<file path="src/rtl/memory_access_stage_pkg.sv">
// Shared definitions for the MEM pipeline stage: access size codes, FSM encoding
// and the byte-lane helpers used when building a data-memory request.
package memory_access_stage_pkg;

  localparam logic [1:0] SZ_BYTE = 2'b00;
  localparam logic [1:0] SZ_HALF = 2'b01;
  localparam logic [1:0] SZ_WORD = 2'b10;
  localparam logic [1:0] SZ_DBL  = 2'b11;

  typedef enum logic [1:0] {
    ST_IDLE = 2'd0,
    ST_ACC0 = 2'd1,
    ST_ACC1 = 2'd2
  } mem_state_e;

  // Big-endian lanes: byte offset 0 lives in be[3] / bits [31:24].
  function automatic logic [3:0] byte_enables(input logic [1:0] size, input logic [1:0] off);
    logic [3:0] be;
    case (size)
      SZ_BYTE: be = 4'b1000 >> off;
      SZ_HALF: be = off[1] ? 4'b0011 : 4'b1100;
      default: be = 4'b1111;
    endcase
    return be;
  endfunction

  function automatic logic misaligned(input logic [1:0] size, input logic [2:0] lo);
    logic bad;
    case (size)
      SZ_HALF: bad = lo[0];
      SZ_WORD: bad = |lo[1:0];
      SZ_DBL:  bad = |lo;
      default: bad = 1'b0;
    endcase
    return bad;
  endfunction

  function automatic logic [31:0] lane_wdata(input logic [1:0] size, input logic [31:0] d);
    logic [31:0] w;
    case (size)
      SZ_BYTE: w = {4{d[7:0]}};
      SZ_HALF: w = {2{d[15:0]}};
      default: w = d;
    endcase
    return w;
  endfunction

endpackage

</file>
<file path="src/rtl/memory_access_stage_load_data_aligner.sv">
// Picks the addressed byte/half out of a big-endian read word and zero- or
// sign-extends it to 32 bits; word and double beats pass through unchanged.
module load_data_aligner
  import memory_access_stage_pkg::*;
(
  input  logic [31:0] rdata,
  input  logic [1:0]  offset,
  input  logic [1:0]  size,
  input  logic        sign_ext,
  output logic [31:0] result
);

  logic [7:0]  byte_sel;
  logic [15:0] half_sel;

  always_comb begin
    byte_sel = 8'h00;
    case (offset)
      2'd0:    byte_sel = rdata[31:24];
      2'd1:    byte_sel = rdata[23:16];
      2'd2:    byte_sel = rdata[15:8];
      default: byte_sel = rdata[7:0];
    endcase
    half_sel = offset[1] ? rdata[15:0] : rdata[31:16];
  end

  always_comb begin
    result = rdata;
    case (size)
      SZ_BYTE: result = {{24{sign_ext & byte_sel[7]}}, byte_sel};
      SZ_HALF: result = {{16{sign_ext & half_sel[15]}}, half_sel};
      default: result = rdata;
    endcase
  end

endmodule

</file>
<file path="src/rtl/memory_access_stage.sv">
// MEM pipeline stage: turns the EX bundle into word-aligned req/ack data-memory
// beats (two for ldd/std), extends load data and emits one writeback beat per result.
module memory_access_stage
  import memory_access_stage_pkg::*;
#(
  parameter int unsigned ADDR_W      = 32,
  parameter int unsigned ACK_TIMEOUT = 255
) (
  input  logic              clk,
  input  logic              rst_n,
  // Upstream handshake: a bundle transfers on a rising edge where in_valid &&
  // in_ready; in_ready is high exactly while the FSM sits in IDLE.
  input  logic              in_valid,
  output logic              in_ready,
  input  logic              mem_read,
  input  logic              mem_write,
  input  logic [1:0]        mem_access_size,
  input  logic              mem_access_signed,
  input  logic              reg_write,
  input  logic [4:0]        rd,
  input  logic [ADDR_W-1:0] ex_result,
  input  logic [63:0]       store_data,
  output logic              dmem_req,
  output logic              dmem_we,
  output logic [ADDR_W-1:0] dmem_addr,
  output logic [3:0]        dmem_be,
  output logic [31:0]       dmem_wdata,
  input  logic              dmem_ack,
  input  logic [31:0]       dmem_rdata,
  output logic              wb_valid,
  output logic              wb_reg_write,
  output logic [4:0]        wb_rd,
  output logic [31:0]       wb_data,
  output logic              align_trap,
  output logic              bus_error,
  output logic [1:0]        dbg_state
);

  localparam int CNT_W = (ACK_TIMEOUT < 2) ? 1 : $clog2(ACK_TIMEOUT + 1);
  localparam logic [CNT_W:0] TMO_LIM = (CNT_W + 1)'(ACK_TIMEOUT);

  mem_state_e       state;
  logic             r_load;
  logic [1:0]       r_size;
  logic             r_signed;
  logic             r_reg_write;
  logic [4:0]       r_rd;
  logic [1:0]       r_off;
  logic [31:0]      r_sdata_lo;
  logic [CNT_W-1:0] tmo_cnt;
  logic [CNT_W:0]   cnt_nxt;
  logic             in_mem;
  logic             in_bad_align;
  logic [31:0]      load_ext;
  logic             last_beat;

  assign in_ready     = (state == ST_IDLE);
  assign dbg_state    = state;
  assign in_mem       = mem_read | mem_write;
  assign in_bad_align = misaligned(mem_access_size, ex_result[2:0]);
  assign cnt_nxt      = {1'b0, tmo_cnt} + (CNT_W + 1)'(1);
  assign last_beat    = !(state == ST_ACC0 && r_size == SZ_DBL);

  load_data_aligner u_aligner (
    .rdata    (dmem_rdata),
    .offset   (r_off),
    .size     (r_size),
    .sign_ext (r_signed),
    .result   (load_ext)
  );

  always_ff @(posedge clk or negedge rst_n) begin
    if (!rst_n) begin
      state        <= ST_IDLE;
      r_load       <= 1'b0;
      r_size       <= SZ_BYTE;
      r_signed     <= 1'b0;
      r_reg_write  <= 1'b0;
      r_rd         <= '0;
      r_off        <= '0;
      r_sdata_lo   <= '0;
      tmo_cnt      <= '0;
      dmem_req     <= 1'b0;
      dmem_we      <= 1'b0;
      dmem_addr    <= '0;
      dmem_be      <= '0;
      dmem_wdata   <= '0;
      wb_valid     <= 1'b0;
      wb_reg_write <= 1'b0;
      wb_rd        <= '0;
      wb_data      <= '0;
      align_trap   <= 1'b0;
      bus_error    <= 1'b0;
    end else begin
      wb_valid   <= 1'b0;
      align_trap <= 1'b0;
      bus_error  <= 1'b0;
      case (state)
        ST_IDLE: begin
          if (in_valid) begin
            if (!in_mem) begin
              wb_valid     <= 1'b1;
              wb_reg_write <= reg_write;
              wb_rd        <= rd;
              wb_data      <= 32'(ex_result);
            end else if (in_bad_align) begin
              align_trap <= 1'b1;
            end else begin
              // A load with the write bit also set is still a load.
              state       <= ST_ACC0;
              r_load      <= mem_read;
              r_size      <= mem_access_size;
              r_signed    <= mem_access_signed;
              r_reg_write <= reg_write;
              r_rd        <= rd;
              r_off       <= ex_result[1:0];
              r_sdata_lo  <= store_data[31:0];
              tmo_cnt     <= '0;
              dmem_req    <= 1'b1;
              dmem_we     <= ~mem_read;
              dmem_addr   <= {ex_result[ADDR_W-1:2], 2'b00};
              dmem_be     <= byte_enables(mem_access_size, ex_result[1:0]);
              dmem_wdata  <= (mem_access_size == SZ_DBL) ? store_data[63:32]
                                                         : lane_wdata(mem_access_size, store_data[31:0]);
            end
          end
        end
        ST_ACC0, ST_ACC1: begin
          if (dmem_ack) begin
            tmo_cnt <= '0;
            if (r_load) begin
              wb_valid     <= 1'b1;
              wb_reg_write <= r_reg_write;
              wb_rd        <= (r_size == SZ_DBL) ? {r_rd[4:1], state == ST_ACC1} : r_rd;
              wb_data      <= load_ext;
            end else if (last_beat) begin
              wb_valid     <= 1'b1;
              wb_reg_write <= 1'b0;
              wb_rd        <= r_rd;
              wb_data      <= '0;
            end
            if (!last_beat) begin
              // Second word of ldd/std follows immediately at addr+4.
              state      <= ST_ACC1;
              dmem_addr  <= dmem_addr + ADDR_W'(4);
              dmem_wdata <= r_sdata_lo;
            end else begin
              state    <= ST_IDLE;
              dmem_req <= 1'b0;
              dmem_we  <= 1'b0;
            end
          end else if (ACK_TIMEOUT != 0 && cnt_nxt == TMO_LIM) begin
            state     <= ST_IDLE;
            dmem_req  <= 1'b0;
            dmem_we   <= 1'b0;
            bus_error <= 1'b1;
            tmo_cnt   <= '0;
          end else begin
            tmo_cnt <= cnt_nxt[CNT_W-1:0];
          end
        end
        default: state <= ST_IDLE;
      endcase
    end
  end

endmodule
</file>
<file path="config.mk">
export PLATFORM = sky130hd
export DESIGN_NAME = memory_access_stage
export DESIGN_NICKNAME = d
export VERILOG_FILES = /design/src/rtl/memory_access_stage_pkg.sv /design/src/rtl/memory_access_stage_load_data_aligner.sv /design/src/rtl/memory_access_stage.sv
export SDC_FILE = /design/constraint.sdc
export NUM_CORES = 1
export LEC_CHECK = 0
export ABC_AREA = 1
export ABC_CLOCK_PERIOD_IN_PS = 1850
export CAP_MARGIN = 20
export CORE_UTILIZATION = 45
export CTS_BUF_LIST = sky130_fd_sc_hd__clkbuf_4 sky130_fd_sc_hd__clkbuf_8
export DETAILED_ROUTE_END_ITERATION = 7
export PLACE_DENSITY = 0.88
export SETUP_SLACK_MARGIN = 0.02
export SYNTH_ARGS = -nofsm -noshare
export SYNTH_HDL_FRONTEND = slang
export SYNTH_HIERARCHICAL = 1
export SYNTH_SLANG_ARGS = --single-unit
</file>
<file path="constraint.sdc">
create_clock -name clk -period 1.85 [get_ports clk]
set_clock_uncertainty 0.15 [all_clocks]
set_input_delay 0.37 -clock clk [delete_from_list [all_inputs] [get_ports clk]]
set_output_delay 0.37 -clock clk [all_outputs]
set_load 0.1 [all_outputs]
</file>
==> qor.csv <==
metric,value,unit
status,"complete, but fails checks",
grt_pass1_vias,10779,
cp.arrival,2310,ps
grt_pass1_wl,57.97,mm
drive_above_1_share,28.82,%
nets,1837,
wl_per_cell,20.17,um
dieArea,22230,um^2
max_freq,480.3,MHz
root_buffer,clkbuf_8,
final-hold-violation-count,0,
area_growth,64.82,%
clock_latency,490,ps
critPathTopFamily,flip-flops,
cpPeakStageDelay,520,ps
drv_slew,0,
final_common_cell,nand2_1,
synth_area,9738,um^2
tns,-13120,ps
overflow,0,
grt_util_all_layers,34.31,%
syn_area_per_cell,7.246,um^2
synthFlopType,dfrtp_1,
cts_tree,done,
clk_pin_slew_worst_paths,110,ps
place.gp.congestion,0.9895,
timing.final.crit_share,112.5,%
drt_iter0_markers,1366,
crit_path_frequent_cell,nand3_4,
die_w,149.1,um
rsz0062_at_grt,true,
cp-start-kind,flip-flop,
path_class,reg2reg,
setup_viol,116,
violations,setup timing,
start_util,46.18,%
buffer_ports.inserted,254,
critPathBufInv,4,
io_pins,257,
cap_violations,0,
cp.depth,10,
mostFrequentLayoutCells,"nand2_1, clkdlybuf4s50_1, dfrtp_1, buf_12, nand3_1",
worstHoldPathType,in2async,
crit_chain,inv_4 -> ha_4 -> nand3_4 -> nor2_4 -> nand2_2 -> nand3_4 -> clkinv_8 -> buf_6 -> buf_16 -> a31oi_1,
core,21090,um^2
crit_path_end_kind,flip-flop,
worst_slack,-232.1,ps
ys_warn_count,6,
vias,11408,
viasPerCell,5.776,
antenna_found_initial,1,
drtAntennaViolNets,0,
cp_max_fo,7,
grt_max_degree,46,
ys_async_sr_fraction,100.0,%
die_h,149.1,um
drc,0,
slowest_stage,dfrtp_4,
diodes,0,
hpwl,26.35,mm
routed_wl,39.83,mm
fin_crit,2082,ps
dr.pass1.iters,6,
ys_types,48,
clockBufferDepth,2,
cts_sinks,163,
synth_edf_count,0,
synthCells,1344,
h-tree-depth,4,
cts_buffers,17,
core.rowCount,53,
place_inst,1905,
yosysSeqAreaShare,41.89,%
synth-seq-cells,163,
final_cells,1975,
r2r_cells,10,
filler_cell_count,1369,
required,2080,ps
cells by family (layout without fill, tap and decap cells):
kind of cell / count (synthesis) / count (layout) / synth area share [%]
other: 1 / 2 / 0.03851
adders and majority gates: 7 / 7 / 0.8994
muxes: 8 / 8 / 0.8223
xor gates and xnor gates: 6 / 6 / 0.5397
buffers and inverters: 177 / 532 / 8.634
and+or+nand+nor: 749 / 749 / 32.93
AOI/OAI and AO/OA: 233 / 233 / 14.25
DFF: 163 / 163 / 41.89
flip-flops by register name, summed over array words and instances, names as in the netlist, 4 cells and up:
signal / count
wb_data: 32
dmem_addr: 30
dmem_wdata: 32
wb_rd: 5
tmo_cnt: 8
r_sdata_lo: 32
r_rd: 5
dmem_be: 4
Yosys cell counts (6+ instances only):
master	number	area share [%]
nand3_2	6	0.62
or2_2	15	0.96
nand3_1	126	6.5
ha_1	7	0.90
o211ai_1	24	1.9
nand4_1	12	0.77
o211ai_2	6	0.77
buf_4	11	0.85
clkbuf_1	28	1.1
a21oi_1	27	1.4
inv_1	92	3.5
mux2i_1	8	0.82
o21ai_1	27	1.4
buf_2	22	1.1
dfrtp_1	163	42
a31oi_1	39	2.5
o22ai_1	14	0.90
nor2_1	109	4.2
buf_6	10	1.2
nand2_1	451	17
nor3_1	6	0.31
o21ai_0	82	4.2
through the flow:
stage / worst slack [ps] / utilization, % / cell area, um^2 / hold slack, ps
2_1_floorplan: -215.0 / - / 9966 / -75.59
3_3_place_gp: -349.7 / 68.03 / 14350 / 193.2
3_5_place_dp: -415.4 / 68.03 / 14350 / 194.0
4_1_cts: -124.8 / 73.25 / 15450 / 235.0
5_1_grt: -255.1 / 76.11 / 16050 / 239.5
6_report: -232.1 / 76.11 / 16050 / 207.7
what timing repair did:
item	in CTS	in global routing
hold buffers	1	0
pin swaps	23	15
endpoints found under the setup margin	116	119
cloned	10	6
endpoints found under the hold margin	39	0
setup buffers	15	7
gates resized for setup	99	113
cell type report:
cell class | count | area (um^2) | area share (%)
Sequential cell | 163 | 4118 | 25.65
Clock inverter | 14 | 165.2 | 1.029
Multi-Input combinational cell | 1005 | 5446 | 33.93
Inverter | 101 | 424.2 | 2.643
Timing Repair inverter | 2 | 25.02 | 0.1559
Tap cell | 275 | 344.1 | 2.144
Clock buffer | 18 | 241.5 | 1.505
Timing Repair Buffer | 397 | 5286 | 32.94
per-layer routing:
metal | vias up | track usage [%] | share of wire (%)
met3 | 176 | 7.125 | 11
met2 | 810 | 56.86 | 48
met5 | - | 0 | 0
li1 | 5120 | - | -
met4 | 0 | 19.18 | 5.8
met1 | 5302 | 41.56 | 35
worst register-to-register path: cells and delay by family (launching register included):
| kind | cells | cell delay (ps) |
|---|---|---|
| buffers and inverters | 4 | 500 |
| flip-flops | 1 | 520 |
| AND/OR/NAND/NOR | 4 | 460 |
| AO/OA/AOI/OAI | 1 | 180 |
| adder cells (fa/ha/maj) | 1 | 150 |
path summary, 6_finish.rpt:
check                               startpoint              to  slack [ps]
worst min-delay path                     rst_n      dmem_be[2]         210
worst max-delay path              dbg_state[1]     wb_data[31]        -230
min in group clk                store_data[18]  r_sdata_lo[18]         280
worst max register to register    dbg_state[1]     wb_data[31]        -230
max in group asynchronous                rst_n  dmem_wdata[26]         670
worst min register to register         r_rd[2]         r_rd[2]         330
Power is not shown: default switching activity piles up to over one toggle a cycle in this logic, so the estimate is an artifact.
